$ cat src/rtl/timer_pkg.sv
// Shared definitions for the memory-mapped interval timer.
//
// Contents:
//   - Register byte offsets from the timer base address (TH, TL, TCON).
//   - TCON bit positions (EN, IE, ST).
//   - Reset value of the reload register.
//   - reg_sel_e: which timer register a bus address selects.
//   - timer_decode(): maps a word address onto reg_sel_e.
package timer_pkg;

  localparam logic [3:0] TH_OFS   = 4'h0;
  localparam logic [3:0] TL_OFS   = 4'h4;
  localparam logic [3:0] TCON_OFS = 4'h8;

  localparam int TCON_EN = 0;
  localparam int TCON_IE = 1;
  localparam int TCON_ST = 2;

  localparam logic [31:0] TH_RESET = 32'h0000_0000;

  typedef enum logic [1:0] {
    SEL_NONE,
    SEL_TH,
    SEL_TL,
    SEL_TCON
  } reg_sel_e;

  // The CPU ignores byte lanes for these registers, so decode works on word
  // addresses only. The offset is taken relative to the base so the window
  // does not alias anywhere else in the address space.
  function automatic reg_sel_e timer_decode(input logic [29:0] word_addr,
                                            input logic [29:0] base_word);
    logic [29:0] ofs;
    reg_sel_e    sel;
    ofs = word_addr - base_word;
    sel = SEL_NONE;
    if (ofs == {28'd0, TH_OFS[3:2]})        sel = SEL_TH;
    else if (ofs == {28'd0, TL_OFS[3:2]})   sel = SEL_TL;
    else if (ofs == {28'd0, TCON_OFS[3:2]}) sel = SEL_TCON;
    return sel;
  endfunction

endpackage

$ cat src/rtl/timer_prescaler.sv
// Count-rate divider for the interval timer.
//
// Only present when TIMER_PRESCALE_EN is defined; the default build ticks
// the timer on every enabled cycle and has no use for this module.
//
// Ports:
//   clk    in  system clock
//   reset  in  asynchronous, active-high reset
//   en     in  count enable (TCON.EN); low holds the divider at 0
//   tick   out high for one cycle each time the divider wraps
//
// Parameters:
//   PRESCALE  divide ratio, legal range 1..65535
`ifdef TIMER_PRESCALE_EN
module timer_prescaler #(
  parameter int unsigned PRESCALE = 4
) (
  input  logic clk,
  input  logic reset,
  input  logic en,
  output logic tick
);

  localparam logic [15:0] LAST = 16'(PRESCALE - 1);

  logic [15:0] count;

  // Divider counts 0..PRESCALE-1 while enabled. Dropping the enable restarts
  // the divide from zero so a re-enabled timer always waits a full period
  // before its first tick. With PRESCALE=1 the count sits at 0 and every
  // enabled cycle is a tick.
  always_ff @(posedge clk or posedge reset) begin
    if (reset) begin
      count <= '0;
    end else if (!en || count == LAST) begin
      count <= '0;
    end else begin
      count <= count + 16'd1;
    end
  end

  // The wrap cycle itself is the tick.
  assign tick = en && (count == LAST);

endmodule
`endif

$ cat src/rtl/timer_irq_unit.sv
// Memory-mapped interval timer and interrupt source.
//
// Sits on the data-memory bus beside data RAM and answers lw/sw accesses to
// three word registers:
//   BASE_ADDR+0  TH    reload value
//   BASE_ADDR+4  TL    counter
//   BASE_ADDR+8  TCON  {29'b0, ST, IE, EN}
// TL counts up on each tick; on a tick at all-ones it reloads from TH and, if
// IE is set, sets ST. IRQ = IE & ST, held until software clears either bit.
//
// Configuration macro: TIMER_PRESCALE_EN
//   defined   - ticks come from timer_prescaler every PRESCALE enabled cycles
//   undefined - every enabled cycle is a tick; no PRESCALE parameter
//
// Ports:
//   clk        in  system clock
//   reset      in  asynchronous, active-high reset
//   MemRd      in  load strobe from the MEM stage
//   MemWr      in  store strobe from the MEM stage
//   Addr       in  byte address, bits [1:0] ignored
//   WriteData  in  store data
//   ReadData   out load data, 0 unless MemRd and Hit
//   Hit        out Addr falls on one of the three timer registers
//   IRQ        out registered level interrupt request
module timer_irq_unit
  import timer_pkg::*;
#(
  parameter logic [31:0] BASE_ADDR = 32'h4000_0000
`ifdef TIMER_PRESCALE_EN
  ,
  parameter int unsigned PRESCALE = 4
`endif
) (
  input  logic        clk,
  input  logic        reset,
  input  logic        MemRd,
  input  logic        MemWr,
  input  logic [31:0] Addr,
  input  logic [31:0] WriteData,
  output logic [31:0] ReadData,
  output logic        Hit,
  output logic        IRQ
);

  reg_sel_e    sel;
  logic        wr_th;
  logic        wr_tl;
  logic        wr_tcon;
  logic        tick;
  logic        overflow;
  logic        unused_addr_bits;

  logic [31:0] th;
  logic [31:0] tl;
  logic        tcon_en;
  logic        tcon_ie;
  logic        tcon_st;
  logic        irq_q;

  logic [31:0] th_next;
  logic [31:0] tl_next;
  logic        en_next;
  logic        ie_next;
  logic        st_next;
  logic        irq_next;

  assign unused_addr_bits = ^Addr[1:0];

  assign sel     = timer_decode(Addr[31:2], BASE_ADDR[31:2]);
  assign Hit     = (sel != SEL_NONE);
  assign wr_th   = MemWr && (sel == SEL_TH);
  assign wr_tl   = MemWr && (sel == SEL_TL);
  assign wr_tcon = MemWr && (sel == SEL_TCON);

`ifdef TIMER_PRESCALE_EN
  timer_prescaler #(
    .PRESCALE (PRESCALE)
  ) u_prescaler (
    .clk   (clk),
    .reset (reset),
    .en    (tcon_en),
    .tick  (tick)
  );
`else
  assign tick = tcon_en;
`endif

  // A CPU store to TL replaces the count outright, so it also cancels any
  // overflow the tick in that cycle would have produced.
  assign overflow = tick && (tl == 32'hFFFF_FFFF) && !wr_tl;

  // Load path is purely combinational so the timer answers in the same
  // cycle as a RAM load. Because it reads the current registers, a combined
  // read+write shows the value from before the write.
  always_comb begin
    ReadData = '0;
    if (MemRd) begin
      case (sel)
        SEL_TH:   ReadData = th;
        SEL_TL:   ReadData = tl;
        SEL_TCON: ReadData = {29'd0, tcon_st, tcon_ie, tcon_en};
        default:  ReadData = '0;
      endcase
    end
  end

  // Next-state for all timer registers. Ordering encodes the collision
  // rules: a TL store beats the tick, the reload reads the old TH even when
  // TH is being stored, a TCON store with EN=0 does not cancel this cycle's
  // tick (tick depends on the current EN), and an overflow setting ST is
  // applied after a software clear so a simultaneous interrupt is not lost.
  // Software can only clear ST, never set it.
  always_comb begin
    th_next  = th;
    tl_next  = tl;
    en_next  = tcon_en;
    ie_next  = tcon_ie;
    st_next  = tcon_st;
    irq_next = 1'b0;

    if (wr_th) begin
      th_next = WriteData;
    end

    if (wr_tl) begin
      tl_next = WriteData;
    end else if (tick) begin
      tl_next = (tl == 32'hFFFF_FFFF) ? th : tl + 32'd1;
    end

    if (wr_tcon) begin
      en_next = WriteData[TCON_EN];
      ie_next = WriteData[TCON_IE];
      if (!WriteData[TCON_ST]) begin
        st_next = 1'b0;
      end
    end

    if (overflow && tcon_ie) begin
      st_next = 1'b1;
    end

    irq_next = ie_next && st_next;
  end

  // Register state. IRQ has its own flop fed from the next-state values so
  // it changes on the same edge as ST/IE yet never carries decode glitches.
  always_ff @(posedge clk or posedge reset) begin
    if (reset) begin
      th      <= TH_RESET;
      tl      <= '0;
      tcon_en <= 1'b0;
      tcon_ie <= 1'b0;
      tcon_st <= 1'b0;
      irq_q   <= 1'b0;
    end else begin
      th      <= th_next;
      tl      <= tl_next;
      tcon_en <= en_next;
      tcon_ie <= ie_next;
      tcon_st <= st_next;
      irq_q   <= irq_next;
    end
  end

  assign IRQ = irq_q;

endmodule

$ cat config.mk
export PLATFORM = sky130hd
export DESIGN_NAME = timer_irq_unit
export DESIGN_NICKNAME = d
export VERILOG_FILES = /design/src/rtl/timer_pkg.sv /design/src/rtl/timer_prescaler.sv /design/src/rtl/timer_irq_unit.sv
export SDC_FILE = /design/constraint.sdc
export NUM_CORES = 1
export LEC_CHECK = 0
export CORE_MARGIN = 2
export CORE_UTILIZATION = 55
export CTS_CLUSTER_DIAMETER = 200
export DETAILED_ROUTE_END_ITERATION = 6
export PLACE_DENSITY_LB_ADDON = 0.25
export SKIP_LAST_GASP = 1
export SYNTH_ARGS = -nofsm -noshare
export SYNTH_HDL_FRONTEND = slang
export SYNTH_SLANG_ARGS = --single-unit
$ cat constraint.sdc
create_clock -name clk -period 8.65 [get_ports clk]
set_input_delay 2.1625 -clock clk [delete_from_list [all_inputs] [get_ports clk]]
set_output_delay 2.1625 -clock clk [all_outputs]
set_load 0.05 [all_outputs]
# [Word level (Yosys, flattened, before mapping)]
# Index checks and enable logic that the tools add are counted.
[word_totals] register_bits=68 latchBits=0 ramBits=0 romBits=0 in_bits=68 output_inout_bits=34 word_cells=37 memories=0
[classes] add_sub_neg=2 mul=0 div=0 magnitude_cmp=0 n_eq_ne=6 shift=0 muxes=12 bitwise_logic=0 n_reduce_logical=11
[op_table] operator="32-bit two-way mux" n=4
[op_table] operator="32-bit one-hot mux with 3 select lines" n=1
[op_table] operator="32-bit by 1-bit adder with 32-bit output, second input constant" n=1
[op_table] operator="32-bit equality test, second input constant" n=1
[op_table] operator="30-bit by 1-bit equality test with 1-bit output, second input constant" n=1
[op_table] operator="30-bit by 2-bit equality test with 1-bit output, second input constant" n=1
[op_table] operator="30-bit zero test" n=1
[op_table] operator="30-bit by 29-bit subtractor with 30-bit output, second input constant" n=1
[op_table] operator="1-bit logical AND" n=7
[op_table] operator="2-bit two-way mux" n=3
[op_table] operator="2-bit equality test, second input constant" n=2
[op_table] operator="1-bit two-way mux" n=4
[op_table] operator="2-bit nonzero test" n=2
[op_table] operator="2-bit by 1-bit equality test with 1-bit output, second input constant" n=1
[op_table] operator="1-bit zero test" n=1

# [Depth between registers and ports, before layout]
# Gate-level depths: netlist (run 1).
[logic_depth] depth_word=12 ltp_mapped=8 ltp_nobuf=6

# [Worst setup path after synthesis (run 1)]
# No wires, ideal clock.
[synth_timing] kind="input to output" start="input Addr[13]" end="output ReadData[22]" arrival_time_ps=4241 required_time_ps=6488 setup_slack_ps=2247 cell_stages=8 path_buffers=3 path_cell_list="nor4_1 -> nand4_1 -> clkbuf_1 -> nor4_1 -> buf_2 -> buf_2 -> a22oi_1 -> nor2_1"
[synth_between] elab_chain_len=8 word_cells_on_any_way=12
[synth_rtl] element="start, declared" line_no="timer_irq_unit.sv:38" rtl="input logic [31:0] Addr,"
[synth_rtl] element="30-bit by 29-bit subtractor with 30-bit output *" line_no="timer_pkg.sv:35" rtl="ofs = word_addr - base_word;"
[synth_rtl] element="30-bit by 2-bit equality test with 1-bit output" line_no="timer_pkg.sv:39" rtl="else if (ofs == {28'd0, TCON_OFS[3:2]}) sel = SEL_TCON;"
[synth_rtl] element="2-bit two-way mux" line_no="timer_pkg.sv:39"
[synth_rtl] element="2-bit two-way mux" line_no="timer_pkg.sv:38" rtl="else if (ofs == {28'd0, TL_OFS[3:2]}) sel = SEL_TL;"
[synth_rtl] element="2-bit two-way mux *" line_no="timer_pkg.sv:37" rtl="if (ofs == {28'd0, TH_OFS[3:2]}) sel = SEL_TH;"
[synth_rtl] element="2-bit equality test / 2-bit by 1-bit equality test with 1-bit output (equally long branches)" line_no="timer_irq_unit.sv:98" rtl="case (sel)"
[synth_rtl] element="32-bit one-hot mux with 3 select lines *" line_no="timer_irq_unit.sv:98"
[synth_rtl] element="32-bit two-way mux *" line_no="timer_irq_unit.sv:97" rtl="if (MemRd) begin"
[synth_rtl] element="end, declared" line_no="timer_irq_unit.sv:40" rtl="output logic [31:0] ReadData,"
# Mark *: on every way between the ends. The rest lies on a longest branch, timed or not.

# [Final worst setup path (run 1)]
[layout_timing] start="input Addr[23]" end="output ReadData[4]"
# The elaborated chain is that of the path after synthesis.

==> impl_metrics.json, run 1 <==
{
  "die_w_um": 95.4,
  "place_inst": 662,
  "ys_warn_count": 0,
  "rsz0062_at_grt": "no",
  "ir_worst_vdd_mv": 0.0910,
  "drive_gt1_frac": 0.106,
  "power.density_mw_per_mm2": 108,
  "path_clk_slew_ns": 0.07,
  "post-route-period-util": 0.889,
  "power.total_w": 0.000622,
  "pre_cts_ws_ns": 0.939,
  "holdCritPathClass": "flop to flop",
  "antenna_found_initial": 0,
  "clock_latency_ns": 0.36,
  "grt_pass1_vias": 4283,
  "gp_congestion": 0.847,
  "cts-root-buf": "clkbuf_8",
  "outcome": "finished, final reports clean",
  "max_cap_violations": 0,
  "hold_end": "th[3]$_DFFE_PP0P_",
  "drc": 0,
  "antenna_left": 0,
  "port_buffers": 99,
  "synth.yosys.seq_area_share": 0.370,
  "setup_tns_ns": 0,
  "final_common_cell": "clkdlybuf4s50_1",
  "drv_slew": 0,
  "hold_viol_final": 0,
  "fmax_ghz": 0.130,
  "cp-end-kind": "primary output",
  "layout.nets": 637,
  "dieArea_mm2": 0.00910,
  "critPathRequiredTime_ns": 6.49,
  "ys_types": 72,
  "drt_wl_total_mm": 13.1,
  "final-instance-count-excl-fill": 678,
  "max-slew-margin-rel": 0.278,
  "synth-seq-cells": 68,
  "r2r_start": "tl[0]$_DFFE_PP0P_",
  "period_minus_slack_ns": 7.69,
  "critPathArrivalTime_ns": 5.53,
  "timing.final.ws_setup_ns": 0.956,
  "synth_edf_count": 0,
  "grt_usage": 0.301,
  "fin_skew_ns": 0.0115,
  "clock_path_buffers": 2,
  "post-cts-setup-buffers": 0,
  "layout_common_cells": "clkdlybuf4s50_1, dfrtp_1, nor2_1",
  "cts.hold.buffers_added": 0,
  "io-pin-count": 102,
  "via_per_inst": 6.39,
  "tightest_slew_ns": 1.08,
  "vias": 4334,
  "syn_area_per_cell_um2": 9.49,
  "async_flop_share": 1.00,
  "cts_max_level": 3,
  "cts.repair.resized": 0,
  "syn_inst": 484,
  "finalSetupViolations": 0,
  "dpl.hpwl_mm": 8.77,
  "wl_per_cell_um": 19.3,
  "fp.dieH_um": 95.4,
  "p_leak_nw": 2.21,
  "crit_start": "Addr[23]",
  "worstHoldStart": "th[3]$_DFFE_PP0P_",
  "rows": 33,
  "r2r_end": "tl[14]$_DFFE_PP0P_",
  "synthToLayoutAreaGrowth_pct": 25.8,
  "start_util": 0.562,
  "crit_fanout": 16,
  "min_delay_path_depth": 1,
  "cts_tree": "done",
  "overflow": 0,
  "ys.flop_type": "dfrtp_1",
  "grt_max_degree": 69,
  "r2r_setup_slack_ns": 5.96,
  "syn-num-nets": 553,
  "critPathLaunchType": "primary input",
  "path_class": "primary input to primary output",
  "core_mm2": 0.00818,
  "netlist_area_mm2": 0.00459,
  "grt_first_pass_wirelength_mm": 21.1,
  "r2r_cells": 6,
  "n_fill_cell": 631,
  "clkSinkCount": 68,
  "n_antenna_cell": 0,
  "numCtsBuffers": 9,
  "first_iter_violations": 299,
  "firstDrtPassIters": 5
}
-- kinds of logic (layout without fill, tap and decap cells) --
kind of cell / Yosys count / in the layout / share of synthesized area
flip-flops: 68 / 68 / 0.370
multiplexers: 52 / 52 / 0.122
AO/OA/AOI/OAI: 113 / 113 / 0.182
adder cells (fa/ha/maj): 1 / 1 / 0.00272
XOR/XNOR: 14 / 14 / 0.0267
AND/OR/NAND/NOR: 182 / 182 / 0.235
buffers and inverters: 54 / 143 / 0.0621
-- report_power, final --
group          internal, W  total (W)  leakage [nW]  switching (W)
Combinational    0.0000284  0.0000450          1.25      0.0000165
Clock             0.000132   0.000259        0.0931       0.000127
Sequential        0.000318   0.000318         0.867   0.0000000186
-- stage by stage --
stage | area (um^2) | hold slack [ns] | utilization
final | 5780 | 0.511 | 0.707
after global placement | 5590 | 0.486 | 0.684
after floorplan | 4590 | 0.471 | -
after detailed placement | 5590 | 0.498 | 0.684
after global routing | 5780 | 0.537 | 0.707
after CTS | 5780 | 0.514 | 0.707
-- Yosys cell counts, types with 3 or more instances --
| cell type | instances | area (um^2) |
|---|---|---|
| buf_4 | 5 | 37.5 |
| nor2_1 | 43 | 161 |
| a22oi_1 | 29 | 218 |
| xor2_1 | 3 | 26.3 |
| or3_1 | 8 | 50.1 |
| nor4_1 | 11 | 68.8 |
| nand4_1 | 13 | 81.3 |
| nand2_1 | 33 | 124 |
| o21ai_0 | 3 | 15.0 |
| and3_1 | 3 | 18.8 |
| buf_2 | 13 | 65.1 |
| nand2b_1 | 5 | 31.3 |
| or4_1 | 3 | 22.5 |
| and4_1 | 6 | 52.6 |
| buf_6 | 5 | 56.3 |
| inv_1 | 16 | 60.1 |
| a21oi_1 | 18 | 90.1 |
| mux2_1 | 29 | 327 |
| mux2i_1 | 21 | 210 |
| and4_2 | 3 | 30.0 |
| o21ai_1 | 11 | 55.1 |
| o211ai_1 | 4 | 30.0 |
| o31ai_1 | 16 | 120 |
| nor3_1 | 7 | 35.0 |
| a31oi_1 | 4 | 25.0 |
| a221oi_2 | 4 | 60.1 |
| nor2b_1 | 8 | 50.1 |
| a311oi_1 | 4 | 35.0 |
| xnor2_1 | 11 | 96.3 |
| nand3_1 | 15 | 75.1 |
| clkbuf_1 | 14 | 52.6 |
| dfrtp_1 | 68 | 1700 |
-- flip-flops by register name, summed over array words and instances (netlist names) --
register	count
tl	32
th	32
tcon_st	1
tcon_en	1
tcon_ie	1
IRQ	1
-- worst max path at each step --
| stage | end | slack, ns | cells past startpoint |
|---|---|---|---|
| after global routing | ReadData[4] | 0.68 | 8 |
| after floorplan | ReadData[22] | 2.25 | 8 |
| after detailed placement | ReadData[13] | 0.94 | 8 |
| after CTS | ReadData[4] | 0.88 | 8 |
| after global placement | ReadData[3] | 1.04 | 8 |
| final | ReadData[4] | 0.96 | 8 |
-- area by class of cell --
type | instances | area, um^2 | area share
Clock inverter | 5 | 52.6 | 0.00910
Tap cell | 105 | 131 | 0.0227
Sequential cell | 68 | 1700 | 0.295
Timing Repair Buffer | 111 | 1080 | 0.187
Clock buffer | 11 | 131 | 0.0227
Inverter | 16 | 60.1 | 0.0104
Multi-Input combinational cell | 362 | 2620 | 0.453
-- routing by layer --
metal / GRT usage / vias up / share of wire
met4: 0.121 / 0 / 0.021
li1: - / 1987 / -
met5: 0 / - / 0
met3: 0.0474 / 28 / 0.066
met1: 0.401 / 2124 / 0.42
met2: 0.491 / 195 / 0.49
-- critical path, stage by stage --
cell,delay (ns)
clkdlybuf4s50_1,0.40
nor4_1,0.43
nand3_1,0.34
nor2_1,0.28
nand3_1,0.53
buf_4,0.42
nor2_1,0.14
clkdlybuf4s50_1,0.82
No activity file was read; power rests on OpenSTA's default activity.
==> run 2: changes to the inputs <==
Settings changed: GPL_ROUTABILITY_DRIVEN set to 0.
==> results of run 2 <==
No change in the layout: final DEF, timing and power equal those of run 1.
==> run 3: changes to the inputs <==
Settings changed: SETUP_SLACK_MARGIN set to 0.02.
==> results of run 3 <==
No change in the layout: final DEF, timing and power equal those of run 1.
